--- config.mk ---
export PLATFORM = sky130hd
export DESIGN_NAME = cic_integ_dump_ctrl
export DESIGN_NICKNAME = d
export VERILOG_FILES = /design/src/rtl/cic_integ_dump_ctrl.sv
export SDC_FILE = /design/constraint.sdc
export NUM_CORES = 1
export LEC_CHECK = 0
export BUFFER_PORTS_ARGS = -buffer_cell sky130_fd_sc_hd__buf_4
export CORE_MARGIN = 3
export CORE_UTILIZATION = 45
export CTS_BUF_LIST = sky130_fd_sc_hd__clkbuf_8
export DETAILED_ROUTE_END_ITERATION = 16
export GPL_TIMING_DRIVEN = 0
export PLACE_DENSITY = 0.95
export SLEW_MARGIN = 20
export SYNTH_ARGS = -nofsm -noshare
export SYNTH_HDL_FRONTEND = slang
export SYNTH_SLANG_ARGS = --single-unit
--- constraint.sdc ---
create_clock -name clk -period 2.6 [get_ports clk]
set_clock_uncertainty 0.15 [all_clocks]
set_input_delay 0.26 -clock clk [delete_from_list [all_inputs] [get_ports clk]]
set_output_delay 0.26 -clock clk [all_outputs]
set_load 0.1 [all_outputs]
--- src/rtl/cic_integ_dump_ctrl.sv ---
// Integrate-and-dump sequencer around a DSP48 accumulator slice.
// Feeds samples and clear slots to the DSP and dumps every M-sample window sum.
module cic_integ_dump_ctrl #(
    parameter int IW      = 5,
    parameter int M       = 256,
    parameter int OW      = 16,
    parameter int SHIFT   = 0,
    parameter int DSP_LAT = 4,
    parameter int OP_SKEW = 1
) (
    input  logic          clk,
    input  logic          sync_reset,
    input  logic          s_axis_tvalid,
    input  logic [IW-1:0] s_axis_tdata,
    output logic          s_axis_tready,
    output logic [47:0]   concat,
    output logic          opcode,
    input  logic [47:0]   p,
    output logic          m_axis_tvalid,
    output logic [OW-1:0] m_axis_tdata,
    input  logic          m_axis_tready
);

    localparam int CW = (M > 1) ? $clog2(M) : 1;
    localparam logic [CW-1:0] LAST = CW'(M - 1);

    typedef enum logic [1:0] {
        INIT,
        RUN,
        CLEAR
    } state_t;

    state_t             state;
    logic [CW-1:0]      count;
    logic               slot_clr;
    logic [DSP_LAT-1:0] cap_sr;
    logic               last;
    logic               hold_full;
    logic               accept;
    logic               push;
    logic               capture;
    logic               unused_p;

    assign last          = (count == LAST);
    assign hold_full     = m_axis_tvalid && !m_axis_tready;
    assign s_axis_tready = (state == RUN) && !(last && hold_full);
    assign accept        = s_axis_tvalid && s_axis_tready;
    assign push          = accept && last;
    assign capture       = cap_sr[DSP_LAT-1];
    assign unused_p      = ^p;

    always_ff @(posedge clk) begin
        if (sync_reset) begin
            state    <= INIT;
            count    <= '0;
            concat   <= '0;
            slot_clr <= 1'b0;
        end else begin
            concat   <= '0;
            slot_clr <= 1'b0;
            unique case (state)
                INIT: begin
                    slot_clr <= 1'b1;
                    state    <= RUN;
                end
                RUN: begin
                    if (accept) begin
                        concat <= {{(48-IW){s_axis_tdata[IW-1]}}, s_axis_tdata};
                        if (last) begin
                            count <= '0;
                            state <= CLEAR;
                        end else begin
                            count <= count + CW'(1);
                        end
                    end
                end
                CLEAR: begin
                    slot_clr <= 1'b1;
                    state    <= RUN;
                end
                default: state <= INIT;
            endcase
        end
    end

    // Opcode trails its concat word so both meet in the DSP ALU together.
    generate
        if (OP_SKEW == 0) begin : g_no_skew
            assign opcode = slot_clr;
        end else begin : g_skew
            logic [OP_SKEW-1:0] op_sr;
            always_ff @(posedge clk) begin
                if (sync_reset) begin
                    op_sr <= '0;
                end else begin
                    op_sr[0] <= slot_clr;
                    for (int i = 1; i < OP_SKEW; i++) begin
                        op_sr[i] <= op_sr[i-1];
                    end
                end
            end
            assign opcode = op_sr[OP_SKEW-1];
        end
    endgenerate

    always_ff @(posedge clk) begin
        if (sync_reset) begin
            cap_sr <= '0;
        end else begin
            cap_sr[0] <= push;
            for (int i = 1; i < DSP_LAT; i++) begin
                cap_sr[i] <= cap_sr[i-1];
            end
        end
    end

    always_ff @(posedge clk) begin
        if (sync_reset) begin
            m_axis_tvalid <= 1'b0;
            m_axis_tdata  <= '0;
        end else if (capture) begin
            m_axis_tvalid <= 1'b1;
            m_axis_tdata  <= p[SHIFT+OW-1:SHIFT];
        end else if (m_axis_tvalid && m_axis_tready) begin
            m_axis_tvalid <= 1'b0;
        end
    end

endmodule

* After elaboration in Yosys (flattened, before gate mapping)
Cells that the tools add are included.
Storage, ports and cells: bits in registers 38, input port bits 57
Operators by class: add/sub/neg operators 1, equal/unequal tests 5, mux-type cells 7, bitwise operators 2, reductions and logical operators 14
Operators with widths (count):
- $add 8x1->8 const B | 1
- $eq 8x8->1 const B | 1
- $mux 8 | 1
- $logic_and 1x1->1 | 6
- $mux 2 | 2
- $ne 2x2->1 const B | 2
- $pmux 2 s2 | 1
- $reduce_and 2->1 | 2
- $mux 1 | 3
- $reduce_or 3->1 | 1
- $eq 2x1->1 const B | 1
- $eq 2x2->1 const B | 1
- $logic_not 1->1 | 2
- $logic_not 2->1 | 1
- $not 1->1 | 2
- $reduce_bool 2->1 | 1
- $reduce_or 2->1 | 1

* Longest topological paths before layout
Gate-level depths: netlist of the first run.
depth after elaboration 8, depth in mapped cells 6, mapped depth without buffers 5

* Worst setup path after synthesis of the first run
OpenSTA, ideal clock, no wires.
kind register -> output, from register m_axis_tvalid, to output port s_axis_tready, arrival 2.419 ns, data required time 2.190 ns, path slack -0.229 ns, stages on the path, launching flop included 3, path buffers 0, cells stage by stage dfxtp_1 > nor2b_1 > a21oi_1
Between the ends: word-level cells in the longest chain between the ends 4
Ends and longest elaborated chain:
- start, declared | line 19 | output logic m_axis_tvalid,
- start signal, assigned | line 119 | m_axis_tvalid <= 1'b0;
- start signal, assigned | line 122 | m_axis_tvalid <= 1'b1;
- start signal, assigned | line 125 | m_axis_tvalid <= 1'b0;
- $logic_and 1x1->1 | line 45 | assign hold_full = m_axis_tvalid && !m_axis_tready;
- $logic_and 1x1->1 | line 46 | assign s_axis_tready = (state == RUN) && !(last && hold_full);
- $logic_not 1->1 | line 46
- $logic_and 1x1->1 | line 46
- end, declared | line 15 | output logic s_axis_tready,
No other way between the ends.

* Final worst setup path of the first run
from register count[0], to output port s_axis_tready
Between the ends: word-level cells in the longest chain between the ends 4
Ends and longest elaborated chain:
- start, declared | line 34 | logic [CW-1:0] count;
- start signal, assigned | line 73 | count <= count + CW'(1);
- $eq 8x8->1 | line 44 | assign last = (count == LAST);
- $logic_and 1x1->1 | line 46
- $logic_not 1->1 | line 46
- $logic_and 1x1->1 | line 46
No other way between the ends.

==> results of run 1 <==
## placed cells by master, fill, tap and decap left out, types with 2 or more instances in the layout
cell,count
o31ai_1,2
a21oi_1,6
nand2b_1,2
nor2b_1,5
or4_1,2
buf_2,2
nand2_1,3
and2_1,5
clkbuf_1,4
nor2_1,23
nor4_1,2
clkbuf_8,6
o21ai_0,3
buf_4,134
mux2i_1,17
nand3_1,4
dfxtp_1,37
or3_1,4
## power by group
part / internal (mW) / total (mW) / switching [mW]
combinational: 0.0895 / 0.321 / 0.231
sequential: 0.589 / 0.599 / 0.00950
clock: 0.307 / 0.500 / 0.193
## layer usage
metal  wire length (um)  vias to the layer above  GRT usage [%]
li1                   -                      737              -
met1               1436                      645          18.35
met2               1897                       73          29.57
met3                492                        4          7.321
met4                 33                        0          5.316
met5                  0                        -              0
## final cells by class
cell class / count / area [um2] / area share (%)
Buffer: 49 / 347.8 / 13.67
Clock inverter: 1 / 30.03 / 1.180
Timing Repair Buffer: 91 / 683.2 / 26.84
Clock buffer: 6 / 82.58 / 3.245
Tap cell: 46 / 57.56 / 2.262
Sequential cell: 38 / 762.0 / 29.94
Inverter: 1 / 3.754 / 0.1475
Multi-Input combinational cell: 88 / 578.1 / 22.71
## metrics by stage
step / total power [mW] / setup WS [ps]
floorplan: 0.8572 / 79.16
global placement: 0.9307 / 543.9
detailed placement: 0.9343 / 616.4
CTS: 1.433 / 556.7
global route: 1.465 / 443.0
finish: 1.419 / 577.3
## worst max-delay path, cell delays in order, from the launching register on
cell     delay [ps]
dfxtp_1         390
ha_1            220
nand3_1         170
nor2_1          230
a21oi_2          80
buf_4           240
## path summary, 6_finish.rpt
kind | from | end | slack [ps] | cells past startpoint
worst max register to register | count[0]$_SDFFE_PP0P_ | concat[3]$_SDFF_PP0_ | 610 | 6
worst max-delay path | count[0]$_SDFFE_PP0P_ | s_axis_tready | 580 | 5
worst min register to register | slot_clr$_SDFF_PP0_ | opcode$_SDFF_PP0_ | 290 | 1
worst min-delay path | s_axis_tdata[2] | concat[2]$_SDFF_PP0_ | 20 | 2
## cells by family after synthesis
| family | Yosys count | synth area share [%] |
|---|---|---|
| buffers and inverters | 50 | 20.85 |
| AO/OA/AOI/OAI | 16 | 6.008 |
| XOR/XNOR | 1 | 0.5194 |
| flip-flops | 38 | 45.10 |
| adder cells (fa/ha/maj) | 1 | 0.7417 |
| multiplexers | 17 | 10.09 |
| AND/OR/NAND/NOR | 53 | 16.69 |
## registers in the layout, indices dropped and copies added (netlist names)
signal,flops
m_axis_tvalid,1
cap_sr,4
slot_clr,1
count,8
concat,5
m_axis_tdata,16
state,2
opcode,1
==> results.toml, run 1 <==
[logic_synthesis]
synth_enable_flop_cells = 0
synthCells = 176
syn_avg_cell_area_um2 = 9.583
synth_ff_type = "dfxtp_1"
synth_common_cells = "buf_4, dfxtp_1, nor2_1"
yosysMostFrequentCell = "buf_4"
yosys-top-cells-area = "dfxtp_1, buf_4, mux2i_1, nor2_1, a21oi_1"
synthDistinctLibCells = 27
synth_top_area_cell = "dfxtp_1"
ys_async_sr_fraction_pct = 0
synth_area_um2 = 1687
ys_seq_area_share_pct = 45.10
synth_top_area_share_pct = 45.10
ys_warn_count = 0
syn_nets = 234
ys_ff_latch = 38

[clock_network]
hold_buffers = 0
clock_latency_ps = 280
clkSinkCount = 38
clockRootBuffer = "clkbuf_8"
numCtsBuffers = 5
ctsResizeCount = 0
post-cts-setup-buffers = 0
htree_levels = 2
clk_pin_slew_ps = 70
cts_buffer_depth = 2
cts_tree = "done"

[placed_design]
gp_congestion = 0.7929
hpwl_mm = 3.068
dpl.cell_count = 313
place_area_um2 = 2432
io_buffers = 91

[final_layout]
fin_util_pct = 73.38
fin_cells = 320
stdcell_area_um2 = 2545
drive_gt1_share_pct = 54.01
fillers = 277
area_growth_pct = 50.89
insertedDiodeCount = 0
layout.nets = 332

[sta]
max_freq_mhz = 494.4
hold_ws_ps = 19.48
rsz0062_at_grt = "no"
setup_viol = 0
slew_viol_final = 0
period_needed_ps = 2023
fin_crit_sh_pct = 77.80
tightest_slew_ps = 687.3
final-hold-violation-count = 0
timing.max_slew.rel_slack_pct = 54.18
finalSetupTns_ps = 0

[drt]
viasPerCell = 4.559
dr.pass1.iters = 4
ant_nets = 0
wire_per_inst_um = 12.06
wl_mm = 3.859
first_iter_violations = 41
num_vias = 1459
drc = 0

[worst_setup_path]
critical_path_class = "flop to output port"
timing.critical_path.fanout_max = 5
critPathCaptureType = "output port"
critPathRequiredTime_ps = 2190
crit_arrival_ps = 1610
start_kind = "flop"

[floorplan]
initial_utilization_pct = 48.63
core_um2 = 3468
dieArea_um2 = 4519
die_x_um = 67.22
die_y_um = 67.22
rows = 21
io-pin-count = 124

[grt]
antenna_found_initial = 0
gr-total-overflow = 0
grt_max_degree = 45
grt_first_pass_wirelength_mm = 5.789
grt_pass1_vias = 1290
track_usage_pct = 16.92

[pwr]
power_leakage_nw = 1.241
powerDensity_nw_per_um2 = 557.5
irDropWorstVdd_mv = 0.4291

[worst_hold_path]
hold_class = "primary input to flop"

[job]
max_cap_violations = 0

[run_status]
status = "complete, no violations"
(Power assumes the default switching activity.)
==> run 2, diff against run 1 <==
--- a/config.mk
+++ b/config.mk
@@ -5,13 +5,14 @@
 export SDC_FILE = /design/constraint.sdc
 export NUM_CORES = 1
 export LEC_CHECK = 0
+export ABC_AREA = 1
 export BUFFER_PORTS_ARGS = -buffer_cell sky130_fd_sc_hd__buf_4
 export CORE_MARGIN = 3
-export CORE_UTILIZATION = 45
+export CORE_UTILIZATION = 38
 export CTS_BUF_LIST = sky130_fd_sc_hd__clkbuf_8
 export DETAILED_ROUTE_END_ITERATION = 16
 export GPL_TIMING_DRIVEN = 0
-export PLACE_DENSITY = 0.95
+export PLACE_DENSITY = 0.87
 export SLEW_MARGIN = 20
 export SYNTH_ARGS = -nofsm -noshare
 export SYNTH_HDL_FRONTEND = slang
==> constraint.sdc (replaced) <==
create_clock -name clk -period 1.81 [get_ports clk]
set_clock_uncertainty 0.15 [all_clocks]
set_input_delay 0.181 -clock clk [delete_from_list [all_inputs] [get_ports clk]]
set_output_delay 0.181 -clock clk [all_outputs]
set_load 0.1 [all_outputs]
==> run 2 against run 1 <==
Clock power increased by 5.0%. Wire length grew 29%. Setup slack worse by 470 ps. Non-clock buffer count increased by 23. Die area is 24% higher. Hold slack better by 31 ps. Critical path depth up 2. Critical path type unchanged. Largest power group unchanged.
==> results.toml, run 2 <==
[run_status]
status = "complete, no violations"

[drt]
num_vias = 1799
dr.pass1.iters = 4
drc = 0
first_iter_violations = 67
wl_mm = 4.978
viasPerCell = 4.367
ant_nets = 0
wire_per_inst_um = 12.08

[sta]
tightest_slew_ps = 470.1
rsz0062_at_grt = "no"
final-hold-violation-count = 0
fin_crit_sh_pct = 93.98
period_needed_ps = 1701
timing.max_slew.rel_slack_pct = 68.66
max_freq_mhz = 587.9
finalSetupTns_ps = 0
setup_viol = 0
slew_viol_final = 0

[final_layout]
mostFrequentLayoutCells = "buf_4, nor2_1, dfxtp_1, nand2_1, inv_1"
stdcell_area_um2 = 2900
reg.largest.list = "m_axis_tdata: 16 flops, count: 8 flops, concat: 5 flops"
largest_register = "m_axis_tdata"
largest_reg_flops = 16
insertedDiodeCount = 0
layout.nets = 418
area_growth_pct = 61.31
final_common_cell = "buf_4"
drive_gt1_share_pct = 43.33
fin_cells = 412
fin_util_pct = 64.82

[grt]
grt_pass1_vias = 1729
gr-total-overflow = 0
antenna_found_initial = 0
grt_first_pass_wirelength_mm = 7.790
track_usage_pct = 18.13
grt_max_degree = 45

[pwr]
power_leakage_nw = 1.517
comb_power_share_pct = 27.0
p_total_mw = 1.898
p_int_mw = 1.264
powerDensity_nw_per_um2 = 654.3
irDropWorstVdd_mv = 0.5190
power.share.clock_pct = 27.7
seq_power_share_pct = 45.3
switching_power_uw = 633.8
switching_share_pct = 33.40

[placed_design]
gp_congestion = 0.8351
place_area_um2 = 2549
hpwl_mm = 3.095
io_buffers = 91
dpl.cell_count = 380

[logic_synthesis]
synth_ff_type = "dfxtp_1"
synth_common_cells = "nor2_1, buf_4, dfxtp_1"
synth_area_um2 = 1798
ys_async_sr_fraction_pct = 0
synthDistinctLibCells = 22
yosys-top-cells-area = "dfxtp_1, buf_4, nor2_1, nand2_1, inv_1"
syn_nets = 295
synth_top_area_cell = "dfxtp_1"
ys_ff_latch = 38
syn_avg_cell_area_um2 = 7.586
synthCells = 237
ys_seq_area_share_pct = 42.31
yosysMostFrequentCell = "nor2_1"
ys_warn_count = 0
synth_top_area_share_pct = 42.31
synth_enable_flop_cells = 0

[worst_setup_path]
timing.critical_path.fanout_max = 4
critPathRequiredTime_ps = 1480
start_kind = "flop"
cp.buffers_inverters = 3
slowest_stage = "dfxtp_4"
cp_common_cell = "inv_1"
critical_path_class = "flop to output port"
path_delay_family = "flip-flops"
path_cells = "ha_4, inv_1, nor2_4, nand3_4, nand2_1, inv_1, buf_12"
reg2reg_depth = 9
cp_slowest_stage_delay_ps = 370
cp.depth = 7
critPathCaptureType = "output port"
crit_arrival_ps = 1370

[clock_network]
cts_buffer_depth = 2
cts_tree = "done"
htree_levels = 2
numCtsBuffers = 5
clock_latency_ps = 280
clockRootBuffer = "clkbuf_8"
clk_pin_slew_ps = 60
clkSinkCount = 38

[job]
max_cap_violations = 0

[floorplan]
dieArea_um2 = 5593
rows = 24
initial_utilization_pct = 40.18
die_y_um = 74.79
io-pin-count = 124
core_um2 = 4474
die_x_um = 74.79

[worst_hold_path]
hold_class = "primary input to flop"
min_path_cells = 3
run 2: cell count changes after synthesis, sizes merged, moves of 2 or more:
cell / previous run / this run
and2: 5 / 0
inv: 1 / 25
mux2i: 17 / 0
nand2: 3 / 30
nand2b: 2 / 0
nand3: 4 / 8
nor2: 23 / 58
nor2b: 5 / 0
nor4: 2 / 0
o21ai: 3 / 17
o31ai: 3 / 0
or3: 4 / 0
or4: 2 / 0
xnor2: 0 / 2
run 2: through the flow:
| stage | worst slack [ps] | hold slack [ps] |
|---|---|---|
| 2_1_floorplan | 27.57 | 100.1 |
| 3_5_place_dp | 168.6 | 235.2 |
| 4_1_cts | 7.843 | 45.10 |
| 3_3_place_gp | 207.2 | 234.3 |
| 6_report | 109.0 | 50.84 |
| 5_1_grt | 13.88 | 78.54 |
run 2: worst register-to-register path, stage by stage, from the launching register on:
cell and delay, ps:
dfxtp_4 370, ha_4 140, inv_1 60, nor2_4 150, nand3_4 80, buf_4 150
nand3_4 120, inv_4 80, nand2_4 110, o21ai_1 70
run 2: power groups by stage:
stage,Sequential [mW],Combinational [mW],Clock [mW]
floorplan,0.909,0.323,0
finish,0.860,0.512,0.525
detailed placement,0.879,0.464,0
global route,0.862,0.535,0.563
CTS,0.860,0.503,0.537
global placement,0.878,0.461,0
run 2: cells by family after synthesis:
group	synth area share, %
AOI/OAI and AO/OA	6.402
and+or+nand+nor	24.22
xor gates and xnor gates	1.949
buffers and inverters	24.43
DFF	42.31
adders and majority gates	0.6958
run 2: area by class of cell:
cell class                 instances  area, um2
clock inverter                     2      7.507
tap                               52      65.06
inverter                          26      100.1
buffer                            47      339.1
clock buffer                       5      68.82
timing repair buffer             116      938.4
fill                             346       1574
multi-input combinational        126      610.6
sequential                        38      770.7
run 2: final timing paths:
kind,slack [ps],to,start
setup / recovery,110,s_axis_tready,count[0]$_SDFFE_PP0P_
hold / removal,50,count[2]$_SDFFE_PP0P_,s_axis_tvalid
setup reg to reg,220,count[0]$_SDFFE_PP0P_,count[0]$_SDFFE_PP0P_
hold reg to reg,250,opcode$_SDFF_PP0_,slot_clr$_SDFF_PP0_
run 2: timing repair:
| item | CTS | global route |
|---|---|---|
| endpoints found under the setup margin | 45 | 1 |
| hold buffers | 22 | 0 |
| buffers inserted | 0 | 3 |
| pin swaps | 1 | 2 |
| gates resized for setup | 5 | 4 |
| hold endpoints to repair | 24 | 0 |
run 2: layer usage:
layer	vias up	wire [um]	global-route usage, %
met3	5	529	7.477
met4	0	72	7.115
li1	923	-	-
met1	788	1975	20.92
met2	83	2401	29.95
met5	-	0	0
==> run 3, diff against run 2 <==
==> constraint.sdc (replaced) <==
create_clock -name clk -period 1.81 [get_ports clk]
set_clock_uncertainty 0.15 [all_clocks]
set_input_delay 0.0905 -clock clk [delete_from_list [all_inputs] [get_ports clk]]
set_output_delay 0.0905 -clock clk [all_outputs]
set_load 0.1 [all_outputs]
==> run 3 against run 2 <==
Final cell count down 0.24%. Maximum frequency about the same. First-iteration DRC count fell by 4.5%. Global-route usage fell by 0.37 points. Combinational power decreased by 0.8%. Cell area fell by 0.82%. Utilization shrank 0.53 points. Setup slack got worse by 1.0 ps. Sequential cell count did not move. Hold slack better by 200 ps. Sequential share of layout area increased by 0.13 points. Die area unchanged. Critical path type unchanged. Largest power group unchanged. Highest routed layer unchanged.
==> results.toml, run 3 (synthesis gave the netlist of run 2 again) <==
[run_status]
status = "complete, no violations"

[final_layout]
layout.nets = 417
reg.largest.list = "m_axis_tdata: 16 flops, count: 8 flops, concat: 5 flops"
largest_register = "m_axis_tdata"
final_common_cell = "buf_4"
drive_gt1_share_pct = 42.62
fin_cells = 411
area_growth_pct = 59.99
mostFrequentLayoutCells = "buf_4, nor2_1, dfxtp_1, nand2_1, inv_1"
largest_reg_flops = 16
fillers = 347
insertedDiodeCount = 0
stdcell_area_um2 = 2877

[placed_design]
place_area_um2 = 2549
gp_congestion = 0.8351
dpl.cell_count = 380
io_buffers = 91
hpwl_mm = 3.095

[drt]
first_iter_violations = 64
wl_mm = 4.911
drc = 0
viasPerCell = 4.387
num_vias = 1803
ant_nets = 0
wire_per_inst_um = 11.95
dr.pass1.iters = 4

[sta]
rsz0062_at_grt = "no"
finalSetupTns_ps = 0
max_freq_mhz = 587.6
slew_viol_final = 0
period_needed_ps = 1702
setup_viol = 0
timing.max_slew.rel_slack_pct = 68.02
fin_crit_sh_pct = 94.03
tightest_slew_ps = 479.7
hold_ws_ps = 252.6
final-hold-violation-count = 0

[worst_setup_path]
r2r_setup_slack_ps = 250
cp_common_cell = "inv_1"
timing.critical_path.fanout_max = 5
cp_slowest_stage_delay_ps = 370
path_cells = "ha_2, inv_1, nor2_4, nand3_4, nand2_1, inv_1, buf_6"
critPathCaptureType = "output port"
critPathRequiredTime_ps = 1570
slowest_stage = "dfxtp_2"
start_kind = "flop"
crit_arrival_ps = 1460
critical_path_class = "flop to output port"

[floorplan]
dieArea_um2 = 5593
core_um2 = 4474
die_x_um = 74.79
initial_utilization_pct = 40.18
rows = 24
die_y_um = 74.79
io-pin-count = 124

[clock_network]
clk_pin_slew_ps = 70
clkSinkCount = 38
clockRootBuffer = "clkbuf_8"
cts_tree = "done"
post-cts-setup-buffers = 0
cts_buffer_depth = 2
clock_latency_ps = 280
numCtsBuffers = 5
htree_levels = 2

[grt]
track_usage_pct = 17.77
grt_first_pass_wirelength_mm = 7.686
grt_pass1_vias = 1735
antenna_found_initial = 0
gr-total-overflow = 0
grt_max_degree = 45

[pwr]
powerDensity_nw_per_um2 = 659.0
irDropWorstVdd_mv = 0.5487
power_leakage_nw = 1.506

[worst_hold_path]
hold_class = "flop to flop"

[job]
max_cap_violations = 0
[run 3: changes by cell type in the layout (fill, tap and decap cells not counted)]
| cell | delta |
|---|---|
| buf_12 | -1 |
| buf_4 | -3 |
| buf_6 | +1 |
| dfxtp_2 | +1 |
| dfxtp_4 | -1 |
| dlygate4sd3_1 | +2 |
| ha_2 | +1 |
| ha_4 | -1 |
[run 3: final timing paths]
kind / startpoint / end / depth (start not counted)
worst min register to register: slot_clr$_SDFF_PP0_ / opcode$_SDFF_PP0_ / 2
worst min-delay path: slot_clr$_SDFF_PP0_ / opcode$_SDFF_PP0_ / 2
worst max-delay path: count[0]$_SDFFE_PP0P_ / s_axis_tready / 7
worst max register to register: count[0]$_SDFFE_PP0P_ / count[0]$_SDFFE_PP0P_ / 7
[run 3: routing by layer]
metal	GRT usage [%]	vias to the layer above	part of all wire [%]
li1	-	921	-
met1	19.92	780	40
met2	28.98	87	47
met3	7.343	15	10
met4	9.091	0	2.8
met5	0	-	0
[run 3: worst max-delay path: cells and delay by family (launching register included)]
| kind | cells | cell delay, ps |
|---|---|---|
| adders and majority gates | 1 | 210 |
| buffers and inverters | 3 | 300 |
| DFF | 1 | 370 |
| and+or+nand+nor | 3 | 310 |
[run 3: layout make-up]
type | instances | area [um2] | area share (%)
buffer | 47 | 339.1 | 11.79
timing repair buffer | 115 | 927.1 | 32.23
clock inverter | 2 | 7.507 | 0.2610
inverter | 26 | 100.1 | 3.480
sequential | 38 | 768.2 | 26.71
clock buffer | 5 | 68.82 | 2.392
tap | 52 | 65.06 | 2.262
multi-input combinational | 126 | 600.6 | 20.88
[run 3: through the flow]
step	util, %	power (mW)	setup slack [ps]
floorplan	-	1.232	118.1
global placement	56.96	1.339	207.2
detailed placement	56.96	1.343	168.6
CTS	64.18	1.902	20.68
global route	64.29	1.952	11.69
finish	64.29	1.896	108.0
[run 3: report_power, final]
group | internal, mW | switching (mW) | total, mW
combinational | 0.161 | 0.347 | 0.508
sequential | 0.846 | 0.0134 | 0.860
clock | 0.254 | 0.274 | 0.528
[run 3: timing repair]
item,in CTS,in global routing
hold buffers,24,0
cloned,0,0
gates resized for setup,3,2
hold endpoints to repair,26,0
setup endpoints to repair,43,1
pin swaps,0,1
